## src/rtl/estagio_decodificacao.sv

```systemverilog
// -----------------------------------------------------------------------------
// estagio_decodificacao
//   IF/ID pipeline register plus instruction decode for the MIPS32 core.
//   A single holding slot latches the fetched instruction and its PC+4. The
//   register-bank read addresses (rs/rt/rd) and all ID/EX decode outputs are
//   derived combinationally from that slot. A load-use hazard against the
//   instruction currently in EX holds the slot and withholds out_valid.
//
// Ports
//   clock, reset          single clock, synchronous active-high reset
//   in_valid/in_ready     fetch handshake carrying in_instr and in_pc4
//   flush                 taken branch/jump in EX: drop held and incoming instr
//   ex_mem_read, ex_rt    load currently in EX and its destination register
//   rs, rt, rd            register fields of the held instruction
//   out_valid/out_ready   ID/EX handshake
//   out_*                 decoded fields, immediates, jump target, control bits
//   hazard_stall          load-use stall active this cycle
// -----------------------------------------------------------------------------
module estagio_decodificacao #(
  parameter int          DATA_W    = 32,
  parameter logic [31:0] NOP_INSTR = 32'h0000_0000
) (
  input  logic              clock,
  input  logic              reset,
  input  logic              in_valid,
  input  logic [31:0]       in_instr,
  input  logic [DATA_W-1:0] in_pc4,
  output logic              in_ready,
  input  logic              flush,
  input  logic              ex_mem_read,
  input  logic [4:0]        ex_rt,
  output logic [4:0]        rs,
  output logic [4:0]        rt,
  output logic [4:0]        rd,
  output logic              out_valid,
  input  logic              out_ready,
  output logic [5:0]        out_opcode,
  output logic [5:0]        out_funct,
  output logic [4:0]        out_shamt,
  output logic [DATA_W-1:0] out_imm_sext,
  output logic [DATA_W-1:0] out_imm_zext,
  output logic [DATA_W-1:0] out_jump_tgt,
  output logic [DATA_W-1:0] out_pc4,
  output logic [4:0]        out_dest,
  output logic              out_reg_write,
  output logic              out_mem_read,
  output logic              out_mem_write,
  output logic              hazard_stall
);

  typedef enum logic {EMPTY = 1'b0, FULL = 1'b1} slot_state_t;

  slot_state_t       held_state;
  slot_state_t       held_state_next;
  logic [31:0]       held_instr;
  logic [31:0]       held_instr_next;
  logic [DATA_W-1:0] held_pc4;
  logic [DATA_W-1:0] held_pc4_next;

  logic        held_valid;
  logic [31:0] eff_instr;
  logic        uses_rs;
  logic        uses_rt;
  logic        hazard;
  logic        fire;
  logic        load;
  logic        reg_write_raw;

  assign held_valid = (held_state == FULL);

  // An empty slot decodes as NOP_INSTR, so stale contents left after a
  // consume never leak onto the read ports or the control bits.
  assign eff_instr = held_valid ? held_instr : NOP_INSTR;

  assign out_opcode   = eff_instr[31:26];
  assign rs           = eff_instr[25:21];
  assign rt           = eff_instr[20:16];
  assign rd           = eff_instr[15:11];
  assign out_shamt    = eff_instr[10:6];
  assign out_funct    = eff_instr[5:0];
  assign out_imm_sext = {{(DATA_W-16){eff_instr[15]}}, eff_instr[15:0]};
  assign out_imm_zext = {{(DATA_W-16){1'b0}}, eff_instr[15:0]};
  assign out_jump_tgt = {held_pc4[DATA_W-1 -: 4], eff_instr[25:0], 2'b00};
  assign out_pc4      = held_pc4;

  // Operand usage: j/jal read no register, shifts by shamt ignore rs; rt is a
  // source only for R-type, beq/bne and sw.
  always_comb begin
    uses_rs = 1'b1;
    uses_rt = 1'b0;
    case (out_opcode)
      6'h00: begin
        uses_rs = !((out_funct == 6'h00) || (out_funct == 6'h02) || (out_funct == 6'h03));
        uses_rt = 1'b1;
      end
      6'h02, 6'h03: begin
        uses_rs = 1'b0;
        uses_rt = 1'b0;
      end
      6'h04, 6'h05, 6'h2B: begin
        uses_rs = 1'b1;
        uses_rt = 1'b1;
      end
      default: begin
        uses_rs = 1'b1;
        uses_rt = 1'b0;
      end
    endcase
  end

  // Destination register and raw register-write enable by opcode.
  always_comb begin
    out_dest      = rt;
    reg_write_raw = 1'b0;
    case (out_opcode)
      6'h00: begin
        out_dest      = rd;
        reg_write_raw = (out_funct != 6'h08);
      end
      6'h03: begin
        out_dest      = 5'd31;
        reg_write_raw = 1'b1;
      end
      6'h23, 6'h08, 6'h09, 6'h0A, 6'h0C, 6'h0D, 6'h0F: begin
        out_dest      = rt;
        reg_write_raw = 1'b1;
      end
      default: begin
        out_dest      = rt;
        reg_write_raw = 1'b0;
      end
    endcase
  end

  // Writes to $0 are suppressed here so later stages never see them.
  assign out_reg_write = held_valid & reg_write_raw & (out_dest != 5'd0);
  assign out_mem_read  = held_valid & (out_opcode == 6'h23);
  assign out_mem_write = held_valid & (out_opcode == 6'h2B);

  // The stall lasts exactly as long as EX keeps presenting the load.
  assign hazard = held_valid & ex_mem_read & (ex_rt != 5'd0) &
                  ((uses_rs & (rs == ex_rt)) | (uses_rt & (rt == ex_rt)));

  assign hazard_stall = hazard;
  assign out_valid    = held_valid & ~hazard;
  assign fire         = out_valid & out_ready;
  // Fire and load may happen together, keeping throughput at one per cycle.
  assign in_ready     = ~reset & (~held_valid | fire);
  assign load         = in_valid & in_ready;

  // Slot next-state: flush beats load, load beats consume, otherwise hold.
  always_comb begin
    held_state_next = held_state;
    held_instr_next = held_instr;
    held_pc4_next   = held_pc4;
    if (flush) begin
      held_state_next = EMPTY;
      held_instr_next = NOP_INSTR;
    end else if (load) begin
      held_state_next = FULL;
      held_instr_next = in_instr;
      held_pc4_next   = in_pc4;
    end else if (fire) begin
      held_state_next = EMPTY;
    end else begin
      held_state_next = held_state;
    end
  end

  // Slot registers with synchronous reset.
  always_ff @(posedge clock) begin
    if (reset) begin
      held_state <= EMPTY;
      held_instr <= NOP_INSTR;
      held_pc4   <= {DATA_W{1'b0}};
    end else begin
      held_state <= held_state_next;
      held_instr <= held_instr_next;
      held_pc4   <= held_pc4_next;
    end
  end

endmodule

```

## config.mk

```make
export PLATFORM = sky130hd
export DESIGN_NAME = estagio_decodificacao
export DESIGN_NICKNAME = d
export VERILOG_FILES = /design/src/rtl/estagio_decodificacao.sv
export SDC_FILE = /design/constraint.sdc
export NUM_CORES = 1
export LEC_CHECK = 0
export CELL_PAD_IN_SITES_DETAIL_PLACEMENT = 1
export CELL_PAD_IN_SITES_GLOBAL_PLACEMENT = 2
export CORE_MARGIN = 1
export CORE_UTILIZATION = 21
export DETAILED_ROUTE_END_ITERATION = 12
export GPL_TIMING_DRIVEN = 0
export PLACE_DENSITY_LB_ADDON = 0.1
export SYNTH_ARGS = -nofsm -noshare
export SYNTH_HDL_FRONTEND = slang
export SYNTH_SLANG_ARGS = --single-unit
export TNS_END_PERCENT = 100
```

## constraint.sdc

```tcl
create_clock -name clock -period 2.3 [get_ports clock]
set_clock_uncertainty 0.1 [all_clocks]
set_input_delay 0.23 -clock clock [delete_from_list [all_inputs] [get_ports clock]]
set_output_delay 0.23 -clock clock [all_outputs]
set_load 0.01 [all_outputs]
```

# Word level (Yosys, flattened, before mapping)
# Index checks and enable logic that the tools add are counted.
dict set report totals {
  reg_bits 65
  inputBits 75
  out_inout_bits 171
  elab_cells 59
}
dict set report classes {
  eq_ne 17
  n_mux 7
  n_bitwise 19
  reduce_logical 13
}
# op count
set ops {}
lappend ops {{equality test 6 x 4 -> 1 bit (second input constant)} 6}
lappend ops {{two-way mux 32 bit} 1}
lappend ops {{equality test 6 x 2 -> 1 bit (second input constant)} 4}
lappend ops {{bitwise AND 1 bit} 13}
lappend ops {{equality test 6 x 3 -> 1 bit (second input constant)} 2}
lappend ops {{equality test 6 bit (second input constant)} 2}
lappend ops {{logical NOT 6 bit} 2}
lappend ops {{equality test 5 bit} 2}
lappend ops {{case mux 5 bit (2 select lines)} 1}
lappend ops {{nonzero test 5 bit} 2}
lappend ops {{OR reduction 8 bit} 1}
lappend ops {{inequality test 6 x 4 -> 1 bit (second input constant)} 1}
lappend ops {{NOT 1 bit} 4}
lappend ops {{case mux 1 bit (2 select lines)} 2}
lappend ops {{OR reduction 2 bit} 2}
lappend ops {{OR reduction 4 bit} 1}
lappend ops {{two-way mux 1 bit} 3}
lappend ops {{logical OR 1 bit} 2}
lappend ops {{bitwise OR 1 bit} 2}
lappend ops {{AND reduction 2 bit} 1}
lappend ops {{nonzero test 2 bit} 1}
lappend ops {{logical NOT 1 bit} 1}

# Longest topological paths before layout
dict set report depth {
  ltp_word 16
  mapped_depth 9
  mapped_depth_nobuf 6
}

# Worst setup path before layout
# No wires, ideal clock.
dict set report synth_timing {
  kind {flip-flop to output port}
  from {register held_instr[31]}
  to {output port out_reg_write}
  t_arrival_ns 1.939
  required_time_ns 1.970
  setup_slack_ns 0.031
  stages_incl_launch_ff 7
  path_buffers 1
  cell_sequence {dfxtp_1 -> o41a_1 -> or2_1 -> buf_6 -> or4_1 -> a2111oi_1 -> nor2_1}
}
dict set report synth_via {
  elab_chain_cells 6
  elab_cells_between_ends 16
  classes_between {eq/ne (8); mux (3); bitwise (2); reduce/logical (3)}
}
# item line
set synth_rtl {}
lappend synth_rtl {{start: declaration} 55} ;# logic [31:0] held_instr;
lappend synth_rtl {{start signal: assignment} 178} ;# held_instr <= held_instr_next;
lappend synth_rtl {{two-way mux 32 bit (*)} 73} ;# assign eff_instr = held_valid ? held_instr : NOP_INSTR;
lappend synth_rtl {{equality test 6 bit (tied with other cells)} 115} ;# case (out_opcode)
lappend synth_rtl {{OR reduction 8 bit (no source line)} n/a}
lappend synth_rtl {{case mux 1 bit (2 select lines)} 115}
lappend synth_rtl {{bitwise AND 1 bit} 136} ;# assign out_reg_write = held_valid & reg_write_raw & (out_dest != 5'd0);
lappend synth_rtl {{bitwise AND 1 bit (*)} 136}
lappend synth_rtl {{end: declaration} 45} ;# output logic out_reg_write,
# Every way passes the cells marked *; elsewhere a longest branch is shown, timed or not.

# Worst setup path after layout
dict set report layout_timing {
  from {register held_instr[28]}
  to {output port out_reg_write}
}
# Same word-level chain as after synthesis.

==> results.cfg <==
[status]
status = finished with violations
violations = negative setup slack

[global_route]
first_global_vias = 4506
grt_use_met1_pct = 16.4
antenna_found_initial = 1
use_met2_pct = 27.5
grt-busiest-layer = met2
grt_remaining_overflow = 0
grt_use_total_pct = 15.1
use_met3_pct = 5.91
grt_pass1_wl_um = 25100
grt_max_degree = 14

[floorplanning]
rows = 51
ios = 246
die_w_um = 145
dieArea_sq_mm = 0.0210
start_util_pct = 21.7
core-area_sq_mm = 0.0198
die_height_um = 145

[placed_design]
hpwlAfterDp_um = 12000
placedCellCount = 1017
dp_slack_ns = -0.928
port-buffer-count = 227
place.gp.congestion = 0.723

[routing]
ant_nets = 0
vias = 4318
drtIter0Drc = 64
finalWirelength_um = 16100
drtPass1Iterations = 4
wl_per_cell_um = 15.1
viasPerCell = 4.06
drc_errors = 0

[worst_setup_path]
startpoint_type = register
crit_type = reg -> out
cp.required_ns = 1.97
cp_max_fo = 5
worstPathArrival_ns = 2.43
crit_path_end_kind = output port

[job]
drv_cap = 0

[min_path]
hold_path_class = in -> reg

[clocking]
insertion_delay_ns = 0.34
cts.path.max_buffers = 2
root_buffer = clkbuf_16
htreeDepth = 3
cts.reportedPaths.clkPinSlew_ns = 0.06
numCtsBuffers = 9
clock-sinks = 65
cts_tree = done

[yosys]
synthFlopType = dfxtp_1
ys_warn_count = 0
syn-cell-area_sq_mm = 0.00430
synth-edff-count = 0
yosysUniqueCellTypes = 44
ys_ff_latch = 65
ys_seq_area_share_pct = 30.3
async_reset_ff_share_pct = 0
synthCells = 508
avgSynthCellArea_sq_um = 8.46

[cells_and_area]
diodes = 0
regArea_sq_mm = 0.00132
layout-drive-gt1-share_pct = 27.7
syn2layout_area_growth_pct = 82.1
fin_util_pct = 39.6
num-nets-final = 870
multiInputGateArea_sq_mm = 0.00239
finalNonFillerCells = 1063
final_common_cell = clkdlybuf4s50_1
fillers = 2367
layout_common_cells = clkdlybuf4s50_1, buf_4, dlygate4sd2_1

[sta]
fin_crit_sh_pct = 120
worst_slack_ns = -0.462
fmax_mhz = 362
relSlewSlack_pct = 58.9
fin_crit_ns = 2.76
rsz0062_at_grt = true
setup_viol = 70
hold_viol = 0
slew_viol_final = 0
worst_slew_pin_slew_ns = 0.617

[pwr]
irDropWorstVdd_mv = 0.358
p_leak_nw = 3.79
power_density_mw_per_mm2 = 410
## per-layer routing
metal | vias to the layer above | part of all wire, %
met1 | 2028 | 40
li1 | 2134 | -
met5 | - | 0.081
met3 | 12 | 7.5
met4 | 2 | 1.1
met2 | 142 | 52
## logic make-up (layout without fill, tap and decap cells)
group / Yosys count / count (layout) / share of synthesized area, %
AOI/OAI and AO/OA: 42 / 42 / 6.52
DFF: 65 / 65 / 30.3
xor gates and xnor gates: 5 / 5 / 1.02
buffers and inverters: 130 / 400 / 21.9
and+or+nand+nor: 201 / 204 / 25.3
other: 1 / 18 / 0.0872
muxes: 64 / 64 / 14.9
## Yosys cell counts, types with 2 or more instances
cell | n | area share (%)
and4bb_2 | 2 | 0.58
a32oi_1 | 3 | 0.61
dfxtp_1 | 65 | 30
or3_1 | 3 | 0.44
buf_12 | 3 | 1.4
and2_1 | 31 | 4.5
buf_4 | 101 | 18
o21ai_0 | 12 | 1.4
or2_1 | 3 | 0.44
a21oi_1 | 10 | 1.2
inv_1 | 5 | 0.44
nor3_1 | 2 | 0.23
xnor2_1 | 5 | 1.0
nand2_1 | 67 | 5.8
nand2b_1 | 67 | 9.7
o22ai_1 | 6 | 0.87
mux2i_1 | 64 | 15
and3_1 | 2 | 0.29
clkbuf_1 | 17 | 1.5
nor2_1 | 15 | 1.3
buf_6 | 2 | 0.52
## sequential cells by signal (all words and copies together) (netlist names)
signal / flops
held_instr: 32
held_state: 1
out_pc4: 32
## layout make-up
type / count / share of cell area [%]
Tap cell: 265 / 4.24
Timing Repair Buffer: 258 / 32.0
Buffer: 122 / 12.6
Sequential cell: 65 / 16.8
Clock inverter: 3 / 0.224
Multi-Input combinational cell: 333 / 30.5
Inverter: 6 / 0.352
Clock buffer: 11 / 3.23
## report_power, final
| part | internal (W) | total, W | switching (W) |
|---|---|---|---|
| Sequential | 0.00117 | 0.00122 | 0.0000425 |
| Clock | 0.000772 | 0.00129 | 0.000516 |
| Combinational | 0.000423 | 0.000707 | 0.000284 |
| Total | 0.00237 | 0.00321 | 0.000843 |
## final timing paths
| kind | from | end | slack (ns) | cells after the start |
|---|---|---|---|---|
| worst max-delay path | held_instr[28] | out_reg_write | -0.46 | 6 |
| worst min-delay path | in_instr[28] | held_instr[28] | 0.34 | 3 |
| worst max register to register | held_instr[30] | out_pc4[30] | -0.30 | 14 |
| worst min register to register | held_instr[25] | held_instr[25] | 0.36 | 2 |
## critical path, stage by stage (launching register included)
cell,delay [ns]
dfxtp_4,0.36
o41a_1,0.44
or2_4,0.25
or4_4,0.51
a2111oi_4,0.29
nor2_1,0.10
buf_2,0.15
## per-stage QoR
step,total power (W),cell area [sq um],hold WS (ns),TNS (ns)
2_1_floorplan,0.00153,4360,0.254,0
3_3_place_gp,0.00184,6970,0.342,-73.63
3_5_place_dp,0.00185,6970,0.350,-76.41
4_1_cts,0.00325,7710,0.328,-8.23
5_1_grt,0.00338,7830,0.345,-22.69
6_report,0.00321,7830,0.339,-13.11
## what timing repair did
action	4_1_cts	5_1_grt
endpoints found under the setup margin	164	80
resized for setup	203	33
gates cloned	6	3
hold buffers	0	0
pin swaps	26	13
buffers inserted	22	6
Power figures use the tool's default switching activity.
